### src/rtl/maj_chain_sequencer.sv
`default_nettype none
// ============================================================================
// Module   : maj_chain_sequencer
// Function : Time-multiplexed 7-input majority network evaluator; one shared
//            MAJ3 unit steps through a loaded node program, one node per cycle.
// Revision : 1.0 - initial release
// ============================================================================
module maj_chain_sequencer #(
    parameter int NUM_IN    = 7,
    parameter int MAX_NODES = 8,
    parameter int IDX_W     = 4
) (
    input  logic                     clk,
    input  logic                     rst,
    input  logic                     cfg_we,
    input  logic [2:0]               cfg_addr,
    input  logic [3*(IDX_W+1)-1:0]   cfg_data,
    input  logic [3:0]               cfg_len,
    output logic                     cfg_err,
    input  logic                     in_valid,
    output logic                     in_ready,
    input  logic [NUM_IN-1:0]        in_x,
    output logic                     out_valid,
    input  logic                     out_ready,
    output logic                     out_y,
    output logic                     busy
);

    localparam int OP_W  = IDX_W + 1;
    localparam int K_W   = $clog2(MAX_NODES);
    localparam int SRC_N = 2 ** IDX_W;

    localparam logic [1:0] c_idle = 2'd0;
    localparam logic [1:0] c_eval = 2'd1;
    localparam logic [1:0] c_done = 2'd2;

    logic [1:0]            r_state;
    logic [K_W-1:0]        r_k;
    logic [3:0]            r_len;
    logic [NUM_IN-1:0]     r_x;
    logic [MAX_NODES-1:0]  r_w;
    logic                  r_y;
    logic                  r_err;
    logic [3*OP_W-1:0]     r_prog [MAX_NODES];

    logic                  w_addr_ok;
    logic                  w_cfg_ok;
    logic [3:0]            w_len_sat;
    logic [3*OP_W-1:0]     w_entry;
    logic [SRC_N-1:0]      w_src;
    logic                  w_a;
    logic                  w_b;
    logic                  w_c;
    logic                  w_maj;
    logic                  w_last;

    assign w_addr_ok = (32'(cfg_addr) < MAX_NODES);
    assign w_cfg_ok  = cfg_we && (r_state == c_idle) && w_addr_ok;
    assign w_len_sat = (32'(cfg_len) > MAX_NODES) ? 4'(MAX_NODES) : cfg_len;

    // Program storage has no reset so a loaded program survives rst.
    always_ff @(posedge clk) begin
        if (w_cfg_ok) begin
            r_prog[cfg_addr] <= cfg_data;
        end
    end

    // Operand source map: 0 = constant 0, then inputs, then node results,
    // any remaining index reads 0.
    always_comb begin
        w_src = '0;
        w_src[NUM_IN:1] = r_x;
        w_src[NUM_IN+MAX_NODES:NUM_IN+1] = r_w;
    end

    assign w_entry = r_prog[r_k];
    assign w_a = w_src[w_entry[IDX_W-1:0]]               ^ w_entry[IDX_W];
    assign w_b = w_src[w_entry[OP_W+IDX_W-1:OP_W]]       ^ w_entry[OP_W+IDX_W];
    assign w_c = w_src[w_entry[2*OP_W+IDX_W-1:2*OP_W]]   ^ w_entry[2*OP_W+IDX_W];
    assign w_maj  = (w_a & w_b) | (w_a & w_c) | (w_b & w_c);
    assign w_last = ((4'(r_k) + 4'd1) == r_len);

    always_ff @(posedge clk or posedge rst) begin
        if (rst) begin
            r_state <= c_idle;
            r_k     <= '0;
            r_len   <= '0;
            r_x     <= '0;
            r_w     <= '0;
            r_y     <= 1'b0;
            r_err   <= 1'b0;
        end else begin
            r_err <= cfg_we && !w_cfg_ok;
            case (r_state)
                c_idle: begin
                    if (in_valid) begin
                        r_x   <= in_x;
                        r_len <= w_len_sat;
                        r_w   <= '0;
                        r_k   <= '0;
                        if (w_len_sat == 4'd0) begin
                            r_y     <= 1'b0;
                            r_state <= c_done;
                        end else begin
                            r_state <= c_eval;
                        end
                    end
                end
                c_eval: begin
                    r_w[r_k] <= w_maj;
                    r_k      <= r_k + 1'b1;
                    if (w_last) begin
                        r_y     <= w_maj;
                        r_state <= c_done;
                    end
                end
                c_done: begin
                    if (out_ready) begin
                        r_state <= c_idle;
                    end
                end
                default: r_state <= c_idle;
            endcase
        end
    end

    assign in_ready  = (r_state == c_idle);
    assign busy      = (r_state != c_idle);
    assign out_valid = (r_state == c_done);
    assign out_y     = r_y;
    assign cfg_err   = r_err;

endmodule
`default_nettype wire
### config.mk
export PLATFORM = sky130hd
export DESIGN_NAME = maj_chain_sequencer
export DESIGN_NICKNAME = d
export VERILOG_FILES = /design/src/rtl/maj_chain_sequencer.sv
export SDC_FILE = /design/constraint.sdc
export NUM_CORES = 1
export LEC_CHECK = 0
export ABC_AREA = 1
export CAP_MARGIN = 20
export CORE_UTILIZATION = 50
export CTS_CLUSTER_DIAMETER = 120
export DETAILED_ROUTE_END_ITERATION = 6
export GPL_ROUTABILITY_DRIVEN = 0
export PLACE_DENSITY_LB_ADDON = 0.2
export SYNTH_ARGS = -nofsm -noshare
export SYNTH_HDL_FRONTEND = slang
export SYNTH_SLANG_ARGS = --single-unit
### constraint.sdc
create_clock -name clk -period 3.7 [get_ports clk]
set_clock_uncertainty 0.2 [all_clocks]
set_input_delay 0.74 -clock clk [delete_from_list [all_inputs] [get_ports clk]]
set_output_delay 0.74 -clock clk [all_outputs]
set_load 0.1 [all_outputs]
==> flow_metrics.py <==
metrics = {
    "setup_path": {
        "slowest_delay_ns": 1.14,
        "crit_type": "register to output port",
        "arrival_ns": 1.93,
        "crit_path_start_kind": "register",
        "end_kind": "output port",
        "r2r_end": "r_w[1]",
        "startpoint": "out_y",
        "critical_path.max_fanout": 2,
        "crit_end": "out_y",
        "r2r-start": "r_k[1]",
        "path_cells": "clkdlybuf4s50_1",
        "required_ns": 2.76,
        "cp.buffers_inverters": 1,
        "cp_top_family": "buffers and inverters",
        "cpMaxStageDelayCell": "clkdlybuf4s50_1",
        "rrSetupSlack_ns": 0.85,
        "path_depth": 1,
        "worstRegToRegCells": 15,
    },
    "final_layout": {
        "area_growth_pct": 17.9,
        "post-route-util_pct": 61.2,
        "layout_common_cells": "nand2_1, edfxtp_1, inv_1",
        "fin_cells": 905,
        "nets": 755,
        "antennaDiodeCount": 0,
        "layout_commonest_cell": "nand2_1",
        "final_area_sq_um": 7810,
        "layout-drive-gt1-share_pct": 10.4,
    },
    "floorplan": {
        "rows": 41,
        "dieArea_sq_um": 13700,
        "dieHeight_um": 117,
        "initial_utilization_pct": 51.9,
        "die_x_um": 117,
        "num_io_pins": 39,
        "core_area_sq_um": 12800,
    },
    "detailed_routing": {
        "wl_per_cell_um": 17.5,
        "drtIter0Drc": 410,
        "ant_nets": 0,
        "first_pass_iters": 7,
        "num_vias": 4822,
        "drc_errors": 0,
        "viasPerCell": 5.33,
        "drt-total-wl_um": 15800,
    },
    "cts": {
        "cts_buffers": 17,
        "cts.path.max_buffers": 2,
        "clk_pin_slew_ns": 0.06,
        "post-cts-setup-buffer-count": 0,
        "clock_sinks": 146,
        "cts.hold.buffers_added": 0,
        "clkLatencyLatePin_ns": 0.43,
        "post_cts_resized": 0,
        "root_buffer": "clkbuf_16",
        "htreeDepth": 4,
        "cts_tree": "done",
    },
    "grt": {
        "grt_pass1_wl_um": 25000,
        "track_usage_pct": 25.8,
        "grt_max_degree": 48,
        "grt_pass1_vias": 4814,
        "gr-total-overflow": 0,
        "grt_antenna_before_repair": 0,
    },
    "placed_design": {
        "numPlacedInstances": 872,
        "dpl_worst_slack_ns": 0.931,
        "port_buffers": 38,
        "placed_cell_area_sq_um": 7200,
        "dp_hpwl_um": 9890,
    },
    "sta": {
        "fmax_mhz": 349,
        "finalMaxSlewViolations": 0,
        "period_needed_ns": 2.87,
        "setup_viol": 0,
        "worst_pin_slew_ns": 0.963,
        "tns_ns": 0,
        "hold_viol": 0,
        "period_share_pct": 77.5,
        "whs_ns": 0.307,
        "setup_slack_ns": 0.833,
        "rsz0062_at_grt": "no",
        "slew_headroom_pct": 35.6,
    },
    "synth": {
        "yosysTopAreaCellShare_pct": 54.4,
        "synth-seq-cells": 146,
        "synth-edff-count": 120,
        "syn_inst": 665,
        "async_reset_ff_share_pct": 17.8,
        "yosys-top-cells-area": "edfxtp_1, nand2_1, dfrtp_1, nand3_1, inv_1",
        "syn_avg_cell_area_sq_um": 9.96,
        "syn_area_sq_um": 6630,
        "synthDistinctLibCells": 32,
        "yosysSeqAreaShare_pct": 64.2,
        "synth_ff_type": "edfxtp_1",
        "synth_fp_nets": 700,
        "yosys.area.top_type": "edfxtp_1",
        "synth_warnings": 0,
    },
    "worst_hold_path": {
        "min_path_type": "register to register",
    },
    "pwr": {
        "power_mw": 6.29,
        "p_per_area_nw_per_um2": 805,
        "clkPwrFrac_pct": 26.9,
        "netSwitchingFraction_pct": 41.2,
        "p_int_mw": 3.70,
        "p_switching_mw": 2.59,
        "leakage_nw": 3.28,
        "combPwrFrac_pct": 39.6,
        "p_seq_share_pct": 33.5,
        "peakVddDrop_v": 0.000414,
    },
    "run_status": {
        "status": "finished, final reports clean",
    },
    "run": {
        "cap_violations": 0,
    },
}
==> power by group through the flow <==
stage / logic, mW / registers [mW] / clock network, mW
CTS: 2.47 / 2.10 / 1.71
floorplan: 1.89 / 2.12 / 0
global route: 2.78 / 2.12 / 1.78
finish: 2.49 / 2.11 / 1.69
detailed placement: 2.45 / 2.13 / 0
global placement: 2.39 / 2.13 / 0
==> how the worst min path moves through the flow <==
stage | end | slack, ns | cells after the start | start
after detailed placement | out_y | 0.29 | 2 | out_y
after floorplan | r_len[2] | 0.27 | 2 | r_len[2]
final | out_y | 0.31 | 2 | out_y
after global routing | out_y | 0.33 | 2 | out_y
after CTS | out_y | 0.31 | 2 | out_y
after global placement | out_y | 0.30 | 2 | out_y
==> worst register-to-register path, delay by kind of cell, from the launching register on <==
kind            cells  cell delay (ns)
compound gates      1             0.22
buf+inv             2             0.32
flops               1             0.56
simple gates       12             1.43
==> sequential cells by signal, summed over array words and instances, names as in the netlist <==
register / cells
r_prog: 120
r_w: 8
r_x: 7
r_len: 4
r_k: 3
r_state: 2
cfg_err: 1
out_y: 1
==> cell type report <==
class	count	area (sq um)
inverters	85	319
clock buffers	17	425
multi-input cells	418	1940
repair buffers	52	498
well taps	172	215
clock inverters	15	158
fillers	1000	4960
flip-flops and latches	146	4250
==> synthesized netlist by cell type, types with 5 or more instances <==
| master | number |
|---|---|
| inv_2 | 7 |
| o21ai_0 | 26 |
| buf_6 | 5 |
| o22ai_1 | 19 |
| o211ai_1 | 8 |
| nand3b_1 | 5 |
| or2_2 | 5 |
| edfxtp_1 | 120 |
| inv_1 | 78 |
| nor2_1 | 65 |
| nand2_1 | 194 |
| nand3_1 | 64 |
| dfrtp_1 | 26 |
==> metal layers <==
layer | global-route usage, % | vias up | routed length, um
met3 | 5.87 | 47 | 878
met2 | 39.3 | 171 | 7230
met1 | 33.7 | 2273 | 7000
met5 | 0 | - | 0
met4 | 16.2 | 0 | 701
li1 | - | 2331 | -
==> kinds of logic (layout without fill, tap and decap cells) <==
group           count (synthesis)  count (layout)  synth area share, %
simple gates                  353             353                 23.1
flops                         146             146                 64.2
buf+inv                       101             169                 6.57
compound gates                 61              61                 5.53
xor+xnor                        3               3                0.397
fa+ha+maj                       1               1                0.189
No activity file was read; power rests on OpenSTA's default activity.
